File: src/rtl/cmd_arbiter.sv
// Front-end arbiter for cmd_engine: round-robin grant between CSR commands and XIP reads,
// registered config bundle and start pulse, completion strobes routed back to the granted requester.
module cmd_arbiter #(
  parameter int unsigned ADDR_WIDTH     = 32,
  parameter logic [7:0]  XIP_OPCODE     = 8'hEB,
  parameter logic [1:0]  XIP_ADDR_BYTES = 2'd1,
  parameter logic [1:0]  XIP_DATA_LANES = 2'd2,
  parameter logic [3:0]  XIP_DUMMY      = 4'd4,
  parameter logic        XIP_MODE_EN    = 1'b1
) (
  input  logic                  clk,
  input  logic                  resetn,
  input  logic                  csr_trigger_i,
  input  logic [7:0]            csr_opcode_i,
  input  logic [ADDR_WIDTH-1:0] csr_addr_i,
  input  logic [31:0]           csr_len_i,
  input  logic                  csr_is_write_i,
  input  logic [1:0]            csr_addr_bytes_i,
  input  logic [1:0]            csr_data_lanes_i,
  input  logic [3:0]            csr_dummy_i,
  input  logic                  csr_mode_en_i,
  output logic                  csr_trigger_clr_o,
  output logic                  csr_done_set_o,
  input  logic                  xip_req_valid_i,
  output logic                  xip_req_ready_o,
  input  logic [ADDR_WIDTH-1:0] xip_req_addr_i,
  input  logic [7:0]            xip_req_len_i,
  output logic                  xip_done_o,
  output logic                  cmd_start_o,
  input  logic                  cmd_trigger_clr_i,
  input  logic                  cmd_done_set_i,
  input  logic                  cmd_busy_i,
  output logic [7:0]            opcode_o,
  output logic [ADDR_WIDTH-1:0] addr_o,
  output logic [31:0]           len_o,
  output logic                  is_write_o,
  output logic [1:0]            addr_bytes_o,
  output logic [1:0]            data_lanes_o,
  output logic [3:0]            dummy_o,
  output logic                  mode_en_o,
  output logic                  owner_xip_o
);

  // 3-byte XIP addressing keeps only the low 24 bits; 0-byte addressing sends no address at all.
  localparam logic [ADDR_WIDTH-1:0] XIP_ADDR_MASK =
    (XIP_ADDR_BYTES == 2'd0) ? {ADDR_WIDTH{1'b0}} :
    (XIP_ADDR_BYTES == 2'd1) ? ADDR_WIDTH'(32'h00FF_FFFF) : {ADDR_WIDTH{1'b1}};

  typedef enum logic [1:0] {IDLE, ISSUE, WAIT_BUSY, WAIT_DONE} state_t;

  state_t state;
  logic   prefer_xip;
  logic   idle_free;
  logic   grant_xip;
  logic   grant_csr;

  assign idle_free         = (state == IDLE) && !cmd_busy_i;
  assign grant_xip         = idle_free && xip_req_valid_i && (!csr_trigger_i || prefer_xip);
  assign grant_csr         = idle_free && csr_trigger_i && !grant_xip;
  assign xip_req_ready_o   = grant_xip;
  assign csr_trigger_clr_o = (state != IDLE) && !owner_xip_o && cmd_trigger_clr_i;

  always_ff @(posedge clk or negedge resetn) begin
    if (!resetn) begin
      state          <= IDLE;
      prefer_xip     <= 1'b0;
      cmd_start_o    <= 1'b0;
      csr_done_set_o <= 1'b0;
      xip_done_o     <= 1'b0;
      owner_xip_o    <= 1'b0;
      opcode_o       <= '0;
      addr_o         <= '0;
      len_o          <= '0;
      is_write_o     <= 1'b0;
      addr_bytes_o   <= '0;
      data_lanes_o   <= '0;
      dummy_o        <= '0;
      mode_en_o      <= 1'b0;
    end else begin
      cmd_start_o    <= 1'b0;
      csr_done_set_o <= 1'b0;
      xip_done_o     <= 1'b0;
      case (state)
        IDLE: begin
          if (grant_xip) begin
            owner_xip_o  <= 1'b1;
            opcode_o     <= XIP_OPCODE;
            addr_o       <= xip_req_addr_i & XIP_ADDR_MASK;
            len_o        <= {24'd0, xip_req_len_i};
            is_write_o   <= 1'b0;
            addr_bytes_o <= XIP_ADDR_BYTES;
            data_lanes_o <= XIP_DATA_LANES;
            dummy_o      <= XIP_DUMMY;
            mode_en_o    <= XIP_MODE_EN;
            // Zero-length reads never reach the engine; complete them locally.
            if (xip_req_len_i == 8'd0) begin
              xip_done_o <= 1'b1;
              prefer_xip <= 1'b0;
            end else begin
              cmd_start_o <= 1'b1;
              state       <= ISSUE;
            end
          end else if (grant_csr) begin
            owner_xip_o  <= 1'b0;
            opcode_o     <= csr_opcode_i;
            addr_o       <= csr_addr_i;
            len_o        <= csr_len_i;
            is_write_o   <= csr_is_write_i;
            addr_bytes_o <= csr_addr_bytes_i;
            data_lanes_o <= csr_data_lanes_i;
            dummy_o      <= csr_dummy_i;
            mode_en_o    <= csr_mode_en_i;
            cmd_start_o  <= 1'b1;
            state        <= ISSUE;
          end
        end
        ISSUE: state <= WAIT_BUSY;
        WAIT_BUSY: begin
          if (cmd_busy_i) state <= WAIT_DONE;
        end
        WAIT_DONE: begin
          if (cmd_done_set_i) begin
            csr_done_set_o <= !owner_xip_o;
            xip_done_o     <= owner_xip_o;
            prefer_xip     <= !owner_xip_o;
            state          <= IDLE;
          end
        end
        default: state <= IDLE;
      endcase
    end
  end

endmodule

File: config.mk
export PLATFORM = sky130hd
export DESIGN_NAME = cmd_arbiter
export DESIGN_NICKNAME = d
export VERILOG_FILES = /design/src/rtl/cmd_arbiter.sv
export SDC_FILE = /design/constraint.sdc
export NUM_CORES = 1
export LEC_CHECK = 0
export ABC_AREA = 1
export BUFFER_PORTS_ARGS = -buffer_cell sky130_fd_sc_hd__buf_2
export CORE_ASPECT_RATIO = 2
export CORE_MARGIN = 2
export CORE_UTILIZATION = 44
export DETAILED_ROUTE_END_ITERATION = 16
export HOLD_SLACK_MARGIN = 0.08
export PLACE_DENSITY = 0.86
export SETUP_SLACK_MARGIN = 0.02
export SYNTH_ARGS = -nofsm -noshare
export SYNTH_HDL_FRONTEND = slang
export SYNTH_SLANG_ARGS = --single-unit
File: constraint.sdc
create_clock -name clk -period 1.9 [get_ports clk]
set_clock_uncertainty 0.05 [all_clocks]
set_input_delay 0.285 -clock clk [delete_from_list [all_inputs] [get_ports clk]]
set_output_delay 0.285 -clock clk [all_outputs]
set_load 0.01 [all_outputs]
==> results.ini <==
[status]
outcome = finished clean

[finish]
drive_gt1_share_pct = 37.8
area_growth_pct = 38.7
nFillCells = 726
stdcell_area_mm2 = 0.00531
final_util_pct = 62.3
final_nets = 778

[timing]
fmax_mhz = 559
tns_ns = 0
finalSetupViolations = 0
rsz0062_at_grt = no
period_minus_slack_ns = 1.79
post-route-period-util_pct = 94.2
slew_violations = 0
setup_slack_ns = 0.111
hold_violations = 0
relSlewSlack_pct = 71.6
tightest_slew_ns = 0.425

[cts]
clkLatencyLatePin_ns = 0.33
clock-sinks = 89
htreeDepth = 3
clkSlewWorstSetupHoldPaths_ns = 0.07
cts_buffers = 9
cts_tree = yes
post_cts_resized = 0
cts_root_buf = clkbuf_16
clockBufferDepth = 2

[route]
ant_nets = 0
vias = 3847
dr.pass1.iters = 5
viasPerCell = 5.12
drtIter0Drc = 325
wire_per_inst_um = 15.5
wl_mm = 11.7
post-route-drc-count = 0

[hold_path]
holdCritPathClass = primary input to register
min_path_cells = 3

[global_route]
grt_pass1_wl_mm = 18.1
gr-usage-all-layers_pct = 24.0
grt_pass1_vias = 3878
antenna_found_initial = 1
grt_overflow = 0
grt_max_degree = 51

[die]
dieArea_mm2 = 0.00951
die_x_um = 70.0
coreArea_mm2 = 0.00853
start_util_pct = 44.9
fp.dieH_um = 136
num_io_pins = 217
rows = 48

[logic_synthesis]
synth_edf_count = 0
yosys_warnings = 0
async_flop_share_pct = 100
ys.flop_type = dfrtp_1
synth-seq-area-share_pct = 58.2
syn-num-nets = 570
synth_top_area_share_pct = 58.2
synth_area_leader_cell = dfrtp_1
yosysMostFrequentCell = nand2_1
netlist_area_mm2 = 0.00383
syn_area_per_cell_um2 = 8.74
netlist_instances = 438
synth_area_leaders = dfrtp_1 (58%), nand2_1 (13%), nand3_1 (5.8%)
synth-seq-cells = 89
ys_types = 20
synth_commonest_cells = nand2_1 (129), dfrtp_1 (89), nand3_1 (44)

[placed_design]
place.gp.congestion = 0.863
dp_hpwl_mm = 8.49
dpl_cell_area_mm2 = 0.00496
port_buffers = 208
pre_cts_ws_ns = 0.147

[critical_path]
crit_path_start_kind = register
critical_path_class = register to primary output
crit_arrival_ns = 1.45
worstSetupEndpointType = primary output
worstPathRequired_ns = 1.56
critPathMaxFanout = 6
rr_worst_depth = 8

[power_and_ir_drop]
power_density_mw_per_mm2 = 1530
p_leak_nw = 2.94
totalPowerFinal_mw = 8.13
vdd_ir_drop_max_mv = 0.835

[run]
max-cap-violations = 0

[area by class of cell]
class,instances,area [µm²],area share (%)
antenna,1,2.50,0.0471
clock buffer,9,225,4.24
clock inverter,7,82.6,1.56
inverter,19,71.3,1.34
multi-input combinational,303,1360,25.6
sequential,89,2230,42.0
tap,100,125,2.36
timing repair buffer,224,1220,22.9
[power by group]
| part | switching, mW | total [mW] | internal, mW | leakage, nW |
|---|---|---|---|---|
| sequential | 0.434 | 3.14 | 2.71 | 1.11 |
| clock | 0.767 | 1.81 | 1.04 | 0.145 |
| combinational | 1.88 | 3.18 | 1.30 | 1.69 |
| total | 3.08 | 8.13 | 5.05 | 2.94 |
[per-layer routing]
metal  up-vias  routed length, µm  track usage [%]
met1      1801               4410             27.4
met4         0                555             12.8
met2       159               6160             42.4
li1       1842                  -                -
met3        45                532             4.00
met5         -                  0                0
[logic make-up after synthesis]
| logic type | after synthesis | share of synthesized area, % |
|---|---|---|
| flops | 89 | 58.2 |
| fa+ha+maj | 3 | 0.981 |
| compound gates | 80 | 10.8 |
| simple gates | 220 | 23.7 |
| buf+inv | 46 | 6.31 |
[critical path, cell delays in order (launching register included)]
cell     delay, ns
dfrtp_1       0.40
inv_1         0.09
ha_1          0.20
nand2_2       0.11
nor2_4        0.16
buf_2         0.16
[path summary, 6_finish.rpt]
path	startpoint	end	slack, ns
worst max-delay path	state[0]	xip_req_ready_o	0.11
worst min-delay path	csr_len_i[30]	len_o[30]	0.12
worst max register to register	state[0]	addr_o[20]	0.17
worst min register to register	opcode_o[2]	opcode_o[2]	0.43
max in group asynchronous	resetn	opcode_o[1]	0.84
min in group asynchronous	resetn	addr_o[10]	0.37
[cell usage in the layout (no fill, tap or decap)]
master / netlist / final
buf_2: 7 / 207
nand2_1: 129 / 129
dfrtp_1: 89 / 89
nand3_1: 44 / 44
nor2_1: 40 / 40
o21ai_1: 36 / 36
o21ai_0: 31 / 31
inv_1: 18 / 18
buf_4: 8 / 12
o22ai_1: 9 / 9
clkbuf_16: 0 / 9
buf_12: 0 / 4
nand2_2: 3 / 3
a21oi_1: 3 / 3
ha_1: 3 / 3
inv_6: 0 / 3
nor2_4: 2 / 2
clkinvlp_4: 0 / 2
diode_2: 0 / 1
inv_2: 1 / 1
nor3_1: 1 / 1
or2_2: 1 / 1
o21a_1: 1 / 1
inv_8: 0 / 1
bufinv_16: 0 / 1
dlygate4sd3_1: 0 / 1
[stage by stage]
step / instances / hold WS (ns)
final: 752 / 0.116
after global routing: 752 / 0.109
after CTS: 747 / 0.105
after detailed placement: 730 / 0.179
after global placement: 730 / 0.166
after floorplan: 438 / -0.0606
[registers in the layout, indices dropped and copies added (netlist names)]
register / count
cmd_start_o: 1
state: 2
addr_o: 32
addr_bytes_o: 2
opcode_o: 8
xip_done_o: 1
prefer_xip: 1
dummy_o: 4
data_lanes_o: 2
mode_en_o: 1
owner_xip_o: 1
csr_done_set_o: 1
is_write_o: 1
len_o: 32
[repair_timing]
item,in CTS,in global routing
hold buffers,1,0
endpoints found under the hold margin,26,0
buffers inserted,0,4
setup endpoints to repair,0,4
(Power assumes the default switching activity.)
